$ cat config.mk
export PLATFORM = sky130hd
export DESIGN_NAME = cmp_sel_shift_pipe
export DESIGN_NICKNAME = d
export VERILOG_FILES = /design/src/rtl/cmp_sel_shift_pipe.sv
export SDC_FILE = /design/constraint.sdc
export NUM_CORES = 1
export LEC_CHECK = 0
export BUFFER_PORTS_ARGS = -buffer_cell sky130_fd_sc_hd__buf_2
export CAP_MARGIN = 20
export CORE_UTILIZATION = 60
export DETAILED_ROUTE_END_ITERATION = 8
export PLACE_DENSITY = 0.8
export SYNTH_ARGS = -nofsm -noshare
export SYNTH_HDL_FRONTEND = slang
export SYNTH_SLANG_ARGS = --single-unit
$ cat constraint.sdc
create_clock -name clk -period 8.6 [get_ports clk]
set_clock_uncertainty 0.05 [all_clocks]
set_input_delay 0.86 -clock clk [delete_from_list [all_inputs] [get_ports clk]]
set_output_delay 0.86 -clock clk [all_outputs]
set_load 0.05 [all_outputs]
$ cat src/rtl/cmp_sel_shift_pipe.sv
// Three-stage add/compare/select/shift pipeline with valid/ready on both sides.
// Optional output-handshake counter enabled by defining CMP_SEL_SHIFT_STATS_EN.
module cmp_sel_shift_pipe #(
    parameter int WIDTH     = 64,
    parameter int OUT_WIDTH = 32,
    parameter int SHIFT     = 1
) (
    input  logic                 clk,
    input  logic                 rst,
    input  logic                 in_valid,
    output logic                 in_ready,
    input  logic [WIDTH-1:0]     a,
    input  logic [WIDTH-1:0]     b,
    input  logic [WIDTH-1:0]     c,
    input  logic                 signed_mode,
    output logic                 out_valid,
    input  logic                 out_ready,
    output logic [OUT_WIDTH-1:0] x,
    output logic [OUT_WIDTH-1:0] z
`ifdef CMP_SEL_SHIFT_STATS_EN
    ,
    output logic [15:0]          xfer_count
`endif
);

    logic             s1_valid, s2_valid, s3_valid;
    logic             s1_load, s2_load, s3_load;
    logic [WIDTH-1:0] s1_d, s1_e, s1_f;
    logic             s1_lt, s1_eq;
    logic [WIDTH-1:0] s2_g, s2_h;
    logic             s2_lt, s2_eq;

    logic [WIDTH-1:0] d_next, e_next, f_next;
    logic             lt_next, eq_next;

    // Ready ripples back from the consumer: a stage may load when it is empty
    // or when its current beat moves on during the same edge.
    assign s3_load   = s2_valid && (!s3_valid || out_ready);
    assign s2_load   = s1_valid && (!s2_valid || s3_load);
    assign in_ready  = !s1_valid || s2_load;
    assign s1_load   = in_valid && in_ready;
    assign out_valid = s3_valid;

    // NOTE: every variable assigned in always_comb gets a value on every path,
    // so no latch can be inferred.
    always_comb begin
        d_next  = a + b;
        e_next  = a + c;
        f_next  = a - b;
        eq_next = (d_next == e_next);
        lt_next = signed_mode ? ($signed(d_next) < $signed(e_next))
                              : (d_next < e_next);
    end

    // NOTE: state is written with non-blocking assignments so every register
    // samples the pre-edge values of its neighbours.
    always_ff @(posedge clk or posedge rst) begin
        if (rst) begin
            s1_valid <= 1'b0;
            s2_valid <= 1'b0;
            s3_valid <= 1'b0;
        end else begin
            s1_valid <= s1_load || (s1_valid && !s2_load);
            s2_valid <= s2_load || (s2_valid && !s3_load);
            s3_valid <= s3_load || (s3_valid && !out_ready);
        end
    end

    // NOTE: data registers are cleared by reset as well, so x and z read zero
    // while held in reset; bubbles leave data untouched.
    always_ff @(posedge clk or posedge rst) begin
        if (rst) begin
            s1_d  <= '0;
            s1_e  <= '0;
            s1_f  <= '0;
            s1_lt <= 1'b0;
            s1_eq <= 1'b0;
        end else if (s1_load) begin
            s1_d  <= d_next;
            s1_e  <= e_next;
            s1_f  <= f_next;
            s1_lt <= lt_next;
            s1_eq <= eq_next;
        end
    end

    always_ff @(posedge clk or posedge rst) begin
        if (rst) begin
            s2_g  <= '0;
            s2_h  <= '0;
            s2_lt <= 1'b0;
            s2_eq <= 1'b0;
        end else if (s2_load) begin
            s2_g  <= s1_lt ? s1_d : s1_e;
            s2_h  <= s1_eq ? (s1_lt ? s1_d : s1_e) : s1_f;
            s2_lt <= s1_lt;
            s2_eq <= s1_eq;
        end
    end

    // Logical zero-filled shifts at full width, then keep the low OUT_WIDTH bits.
    always_ff @(posedge clk or posedge rst) begin
        if (rst) begin
            x <= '0;
            z <= '0;
        end else if (s3_load) begin
            x <= OUT_WIDTH'(s2_lt ? (s2_h << SHIFT) : s2_h);
            z <= OUT_WIDTH'(s2_eq ? (s2_g >> SHIFT) : s2_g);
        end
    end

`ifdef CMP_SEL_SHIFT_STATS_EN
    always_ff @(posedge clk or posedge rst) begin
        if (rst) begin
            xfer_count <= 16'h0000;
        end else if (s3_valid && out_ready && (xfer_count != 16'hFFFF)) begin
            xfer_count <= xfer_count + 16'd1;
        end
    end
`endif

endmodule

==> Word level (Yosys, flattened, before mapping) <==
Cells that the tools add are included.
{ "word_totals": {"out_inout_bits": 66, "inputBits": 197, "register_bits": 234, "elab_cells": 43} }
{ "op_classes": {"n_lt_le_gt_ge": 2, "n_addsub": 3, "eq_ne": 1, "mux": 5, "n_reduce_logical": 18} }
{ "op_table": {"columns": ["op", "count"], "rows": [
  ["$add 64x64->64", 2],
  ["$lt 64x64->1", 2],
  ["$mux 32", 3],
  ["$eq 64x64->1", 1],
  ["$mux 33", 1],
  ["$sub 32x32->32", 1],
  ["$logic_and 1x1->1", 6],
  ["$logic_not 1->1", 6],
  ["$logic_or 1x1->1", 6],
  ["$mux 1", 1]
]} }

==> Longest topological paths before layout <==
Gate-level depths: netlist of run 1.
{ "depth": {"depth_word": 8, "depth_mapped": 25, "mapped_depth_nobuf": 25} }

==> Worst setup path after synthesis of run 1 <==
OpenSTA, ideal clock, no wires.
{ "synth_path": {"kind": "input -> register", "from": "input port a[0]", "to": "register s1_lt", "t_arrival_ns": 5.129, "setup_time_ns": 0.136, "slack_ns": 3.285, "path_buffers": 0, "path_stages": 24, "cell_sequence": "ha_1 inv_1 fa_1 nor2b_1 o31a_1 o311ai_2 o211a_1 o32a_1 o21ai_1 o41a_1 a21oi_2 o31ai_1 a221oi_1 xor2_1 ha_1 nand4_1 nor2_1 nand3_1 nor3_1 nand4_1 o21ai_0 a211oi_1 xnor2_1 o21ai_0"} }
{ "synth_between": {"elab_chain_cells": 3, "word_cells_on_any_way": 5} }
{ "synth_lines": {"columns": ["element", "line_no", "source"], "rows": [
  ["start, declared", "12", "input logic [WIDTH-1:0] a,"],
  ["$add 64x64->64 (on tied branches)", "47, 48", null],
  ["$lt 64x64->1 (on tied branches)", "52, 51", null],
  ["$mux 1 *", "51", "lt_next = signed_mode ? ($signed(d_next) < $signed(e_next))"],
  ["end signal, assigned", "82", "s1_lt <= lt_next;"],
  ["end, declared", "29", "logic s1_lt, s1_eq;"]
]} }
Mark *: on every way between the ends. The rest lies on a longest branch, timed or not.
A chain may end at the register's enable or synchronous reset.

==> Worst setup path in the final report of run 1 <==
{ "layout_path": {"from": "input port a[11]", "to": "register s1_lt"} }
Same word-level chain as after synthesis.

==> results of run 1 <==
-- worst min-delay path by stage --
stage,from,end,cells past startpoint
after global routing,rst,s2_g[1],2
after floorplan,s1_f[4],s1_f[4],2
after detailed placement,x[4],x[4],2
final,rst,z[3],2
after global placement,s1_f[20],s1_f[20],2
after CTS,rst,z[3],2
-- area by class of cell --
cell class	count	area, um^2
Antenna cell	4	10.0
Clock buffer	30	632
Clock inverter	9	109
Fill cell	2723	10500
Inverter	85	327
Multi-Input combinational cell	1902	13100
Sequential cell	233	5830
Tap cell	442	553
Timing Repair Buffer	271	1400
-- sequential cells by signal (all words and copies together) (netlist names) --
| register | flops |
|---|---|
| s1_f | 31 |
| s2_h | 32 |
| x | 32 |
| s1_eq | 1 |
| z | 32 |
| s1_d | 33 |
| s1_lt | 1 |
| s2_g | 33 |
| out_valid | 1 |
| s2_valid | 1 |
| s2_lt | 1 |
| s2_eq | 1 |
| s1_valid | 1 |
| s1_e | 33 |
-- stage by stage --
| stage | setup WS (ns) | hold slack (ns) | instance area, um^2 | power [mW] |
|---|---|---|---|---|
| final | 2.42 | 0.362 | 22000 | 5.14 |
| after global routing | 2.01 | 0.405 | 22000 | 5.46 |
| after CTS | 2.40 | 0.389 | 21900 | 5.13 |
| after detailed placement | 1.89 | 0.415 | 21200 | 4.12 |
| after global placement | 1.91 | 0.405 | 21200 | 4.05 |
| after floorplan | 1.30 | 0.393 | 19700 | 3.46 |
-- per-layer routing --
metal	vias up	track usage
li1	8763	-
met1	8589	0.458
met2	662	0.554
met3	98	0.0322
met4	4	0.0880
met5	-	0
-- critical path: cells and delay by family --
family	cells	cell delay [ns]
xor gates and xnor gates	2	0.30
and+or+nand+nor	8	2.20
buffers and inverters	1	0.12
AOI/OAI and AO/OA	10	2.17
adders and majority gates	2	0.83
-- cells in the final DEF (no fill, tap or decap), types with 5 or more instances in the layout --
master     count
nand2_1      314
o21ai_0      306
buf_2        262
dfrtp_1      231
ha_1         221
a21oi_1      174
a21o_1       117
nor2_1       103
mux2i_1       97
xnor2_1       96
inv_1         83
xor2_1        52
nand4_1       47
mux2_2        34
nand3_1       32
nand2b_1      31
o21bai_1      28
nor2b_1       27
clkbuf_16     23
nor3_1        19
a31oi_1       16
o31ai_1       14
a211oi_1      13
o21a_1        12
and2_1         9
o211ai_1       8
and3_1         8
a211o_1        6
buf_4          6
nor4_1         5
a41oi_1        5
a2111oi_0      5
or3_1          5
a221oi_1       5
and4_1         5
-- kinds of logic after synthesis --
logic type | Yosys count | share of synthesized area
multiplexers | 131 | 0.0686
XOR/XNOR | 148 | 0.0657
adder cells (fa/ha/maj) | 224 | 0.143
flip-flops | 233 | 0.296
buffers and inverters | 215 | 0.0412
AND/OR/NAND/NOR | 627 | 0.146
AO/OA/AOI/OAI | 772 | 0.240
-- synth_stat cells, types with 5 or more instances --
library cell,number,share of area
xnor2_1,96,0.043
nor2b_1,27,0.0086
o21a_1,12,0.0046
a21oi_1,174,0.044
and2_1,9,0.0029
o21bai_1,28,0.011
a41oi_1,5,0.0022
a31oi_1,16,0.0051
nor2_1,103,0.020
o31ai_1,14,0.0053
nand3_1,32,0.0081
mux2_2,34,0.019
and3_1,8,0.0025
a221oi_1,5,0.0022
o211ai_1,8,0.0030
dfrtp_1,233,0.30
a2111oi_0,5,0.0022
xor2_1,52,0.023
o21ai_0,306,0.078
a211oi_1,13,0.0049
a211o_1,6,0.0027
and4_1,5,0.0022
or3_1,5,0.0016
buf_1,13,0.0025
nor3_1,19,0.0048
a21o_1,117,0.045
nand2_1,317,0.060
ha_1,221,0.14
nand4_1,47,0.015
nor4_1,5,0.0016
mux2i_1,97,0.049
clkbuf_1,113,0.022
inv_1,84,0.016
nand2b_1,31,0.0098
-- power by group --
part / internal (mW) / total, mW / switching, mW
clock network: 0.579 / 0.993 / 0.414
registers: 1.47 / 1.69 / 0.228
logic: 0.839 / 2.45 / 1.61
==> flow_summary.ini, run 1 <==
[timing]
finalHoldViolations = 0
tns_ns = 0
final-max-slew-violation-count = 0
timing.final.crit_share = 0.719
setup_violations = 0
fmax_mhz = 162
relSlewSlack = 0.334
rsz0062_at_grt = no
worst_pin_slew_ns = 0.999
fin_crit_ns = 6.18

[run]
drv_cap = 0

[yosys]
syn_area_mm2 = 0.0197
synth_ff_type = dfrtp_1
ys_warn_count = 0
ys_ff_latch = 233
syn-instance-count = 2350
synth_nets = 2771
synthArstFlopShare = 1.00
synth_seq_area_share = 0.296
synth_edf_count = 0
synth_cell_types = 79
synth_area_per_cell_um2 = 8.39

[power_and_ir_drop]
irDropWorstVdd_uv = 205
power.density_mw_per_mm2 = 234
leakage_nw = 10.6

[critical_path]
critPathKind = primary input to register
arrival_ns = 6.50
worstPathCellList = buf_2 > ha_1 > or4_4 > nor4b_1 > and2_1 > a22oi_1 > a21oi_1 > o2111ai_1 > a21oi_1 > o21bai_1 > a211oi_1 > o41ai_1 > xnor2_1 > ha_1 > nand4_1 > nor2_1 > nand3_1 > nor3_1 > nand4_1 > o21ai_0 > a211oi_1 > xnor2_1 > o21ai_0
r2r_cells = 6
crit_path_top_delay_cell = or4_4
cp.required_ns = 8.92
critPathCaptureType = register
cp-endpoint = s1_lt
critPathMaxStageDelay_ns = 0.63
worstReg2RegEnd = s1_f[25]
path_max_fanout = 15
reg2reg_slack_ns = 5.69
cp-startpoint = a[11]
r2r_start = out_valid
start_kind = primary input

[placed_design]
gp_congestion = 1.00
dp.cells = 2931
hpwl_um = 45500
numPortBuffers = 262

[layout]
nets = 2937
area_growth_pct = 11.4
finalNonFillerCells = 2976
post-route-util = 0.677
layout-drive-gt1-share = 0.143

[clocking]
clock_sinks = 233
cts_tree = built
cts_resized = 0
cts_buffers = 23
worst_setup_hold_path_clk_slew_ns = 0.06
cts_max_path_buffers = 3
clk_latency_ns = 0.51
htreeDepth = 1
cts_root_buf = clkbuf_16
post_cts.repair.setup_buffers = 0
ctsHoldBuffers = 0

[floorplanning]
ios = 263
rows = 66
core_mm2 = 0.0325
fp.dieH_um = 183
initial_core_util = 0.608
die_w_um = 183
dieArea_mm2 = 0.0336

[drt]
top_layer = met5
vias = 18100
wl_um = 56500
route.detailed.drc = 0
wl_met1_um = 25800
first_pass_iters = 5
dr.first_iter.drc_count = 1385
routedWlPerCell_um = 19.0
ant_nets = 0
met2_length_um = 26200
wl_met3_um = 3180
vias_per_cell = 6.09

[global_routing]
grt_overflow = 0
grt_max_degree = 133
grt_pass1_wl_um = 89400
grt_pass1_vias = 17200
grtUsageTotal = 0.331
antenna_found_initial = 6

[min_path]
worstHoldPathType = primary input to async pin

[outcome]
status = completed
(Power assumes the default switching activity.)
==> run 2: changes to the inputs <==
ABC_AREA = 1   (was unset)
CORE_UTILIZATION = 55   (was 60)
PLACE_DENSITY = 0.76   (was 0.8)
clock period = 5.45 ns   (was 8.6 ns; I/O delays follow)
==> run 2 against run 1 <==
Critical path depth up 2. Count of clock-buffer cells in the layout up 1. Final cell count up 55%. Flip-flop and latch count unchanged. Setup slack worse by 0.81 ns. Core utilization down 5.9 points. Synthesized cell count up 62%. Total power up 59%.
==> flow_summary.ini, run 2 <==
[outcome]
status = completed

[critical_path]
r2r_start = out_valid
arrival_ns = 4.20
critPathCaptureType = register
cp.required_ns = 5.80
critPathKind = primary input to register
path_max_fanout = 4
start_kind = primary input
cp-startpoint = a[0]

[min_path]
hp-start = in_valid
worstHoldPathType = primary input to register

[drt]
first_pass_iters = 6
wl_um = 92000
ant_nets = 0
wl_met1_um = 39900
route.detailed.drc = 0
vias = 26300
met2_length_um = 39000
dr.first_iter.drc_count = 2944
top_layer = met5
vias_per_cell = 5.71
wl_met3_um = 9200
routedWlPerCell_um = 19.9

[clocking]
htreeDepth = 1
cts_tree = built
ctsHoldBuffers = 1
cts_max_path_buffers = 3
worst_setup_hold_path_clk_slew_ns = 0.07
cts_buffers = 22
post_cts.repair.setup_buffers = 0
clock_sinks = 233
clk_latency_ns = 0.52
cts_resized = 0
cts_root_buf = clkbuf_16

[yosys]
synth_area_per_cell_um2 = 6.24
ys_ff_latch = 233
synthTopCellsByCount = nand2_1 (1151), inv_1 (489), nor2_1 (428)
ys_warn_count = 0
synth_edf_count = 0
syn_area_mm2 = 0.0238
synth_area_leaders = dfrtp_1 (25%), nand2_1 (18%), ha_1 (12%), inv_1 (7.7%), nor2_1 (6.8%)
synth_seq_area_share = 0.245
syn-instance-count = 3811
synth_top_area_cell = dfrtp_1
synth_nets = 4232
synthArstFlopShare = 1.00
synth_ff_type = dfrtp_1
synth_cell_types = 48
synth.most_common_cell = nand2_1
synth_top_area_share = 0.245

[timing]
tns_ns = 0
rsz0062_at_grt = no
finalHoldViolations = 0
final-max-slew-violation-count = 0
hold_ws_ns = 0.216
fmax_mhz = 260
relSlewSlack = 0.320
timing.final.crit_share = 0.705
worst_pin_slew_ns = 1.02
setup_violations = 0
fin_crit_ns = 3.84

[placed_design]
dp.cells = 4572
gp_congestion = 1.10
numPortBuffers = 262
hpwl_um = 78800

[floorplanning]
rows = 75
initial_core_util = 0.561
die_w_um = 210
ios = 263
dieArea_mm2 = 0.0440
core_mm2 = 0.0423
fp.dieH_um = 210

[power_and_ir_drop]
power.density_mw_per_mm2 = 313
irDropWorstVdd_uv = 342
power.total_mw = 8.19
leakage_nw = 13.3

[layout]
area_growth_pct = 10.0
antenna_cells = 0
nets = 4441
final_cell_mix = nand2_1 (1149), inv_1 (487), nor2_1 (428)
finalNonFillerCells = 4610
layout-drive-gt1-share = 0.118
reg_top3 = s1_d (33), s1_e (33), s2_g (33)
layout_commonest_cell = nand2_1

[global_routing]
antenna_found_initial = 2
grtUsageTotal = 0.411
grt_max_degree = 85
grt_overflow = 0
grt_pass1_vias = 24000
grt_pass1_wl_um = 137000

[run]
drv_cap = 0
-- run 2: final cells by class --
type	instances	area [um^2]
clock inverter	6	47.5
timing repair buffer	279	1450
inverter	518	1950
clock buffer	31	624
multi-input combinational	2966	15500
tap	577	722
sequential	233	5830
fill	4306	16200
-- run 2: logic make-up (layout without fill, tap and decap cells) --
group | Yosys count | in the layout | share of synthesized area
XOR/XNOR | 49 | 49 | 0.0181
AO/OA/AOI/OAI | 732 | 732 | 0.171
buffers and inverters | 612 | 834 | 0.103
flip-flops | 233 | 233 | 0.245
adder cells (fa/ha/maj) | 224 | 224 | 0.119
AND/OR/NAND/NOR | 1961 | 1961 | 0.344
-- run 2: per-layer routing --
layer / global-route usage / vias up
met5: 0 / -
met4: 0.156 / 4
met3: 0.0599 / 194
met2: 0.632 / 1332
met1: 0.582 / 12100
li1: - / 12700
-- run 2: critical path, stage by stage --
cell,delay [ns]
buf_2,0.11
ha_1,0.21
inv_1,0.07
fa_1,0.41
inv_1,0.10
nand2_1,0.08
o21ai_2,0.25
nand2_2,0.08
nand2_2,0.11
nand2_1,0.07
nand2_2,0.11
nand2_1,0.06
nand2_1,0.16
xor2_1,0.52
inv_1,0.10
ha_1,0.29
nand2_1,0.06
nor2_1,0.17
nand3_1,0.16
nor2_1,0.18
nand2_1,0.07
nand4_1,0.09
nand2_1,0.05
nand3_1,0.07
nand2_1,0.05
-- run 2: power breakdown --
| group | internal (mW) | switching (mW) |
|---|---|---|
| Combinational | 1.18 | 2.99 |
| Clock | 0.800 | 0.645 |
| Sequential | 2.24 | 0.332 |
-- run 2: stage by stage --
stage | utilization | worst slack (ns) | area, um^2
detailed placement | 0.602 | 1.19 | 25500
global placement | 0.602 | 1.21 | 25500
CTS | 0.618 | 1.70 | 26100
global route | 0.618 | 1.33 | 26100
finish | 0.618 | 1.61 | 26100
floorplan | - | 1.81 | 23800
-- run 2: final timing paths --
check	end	slack (ns)	cells past startpoint
worst max register to register	s1_e[23]	2.92	8
worst min register to register	s1_f[21]	0.43	2
worst min-delay path	s1_valid	0.22	3
min in group asynchronous	x[0]	0.47	3
worst max-delay path	s1_lt	1.61	25
max in group asynchronous	s1_d[7]	3.48	5
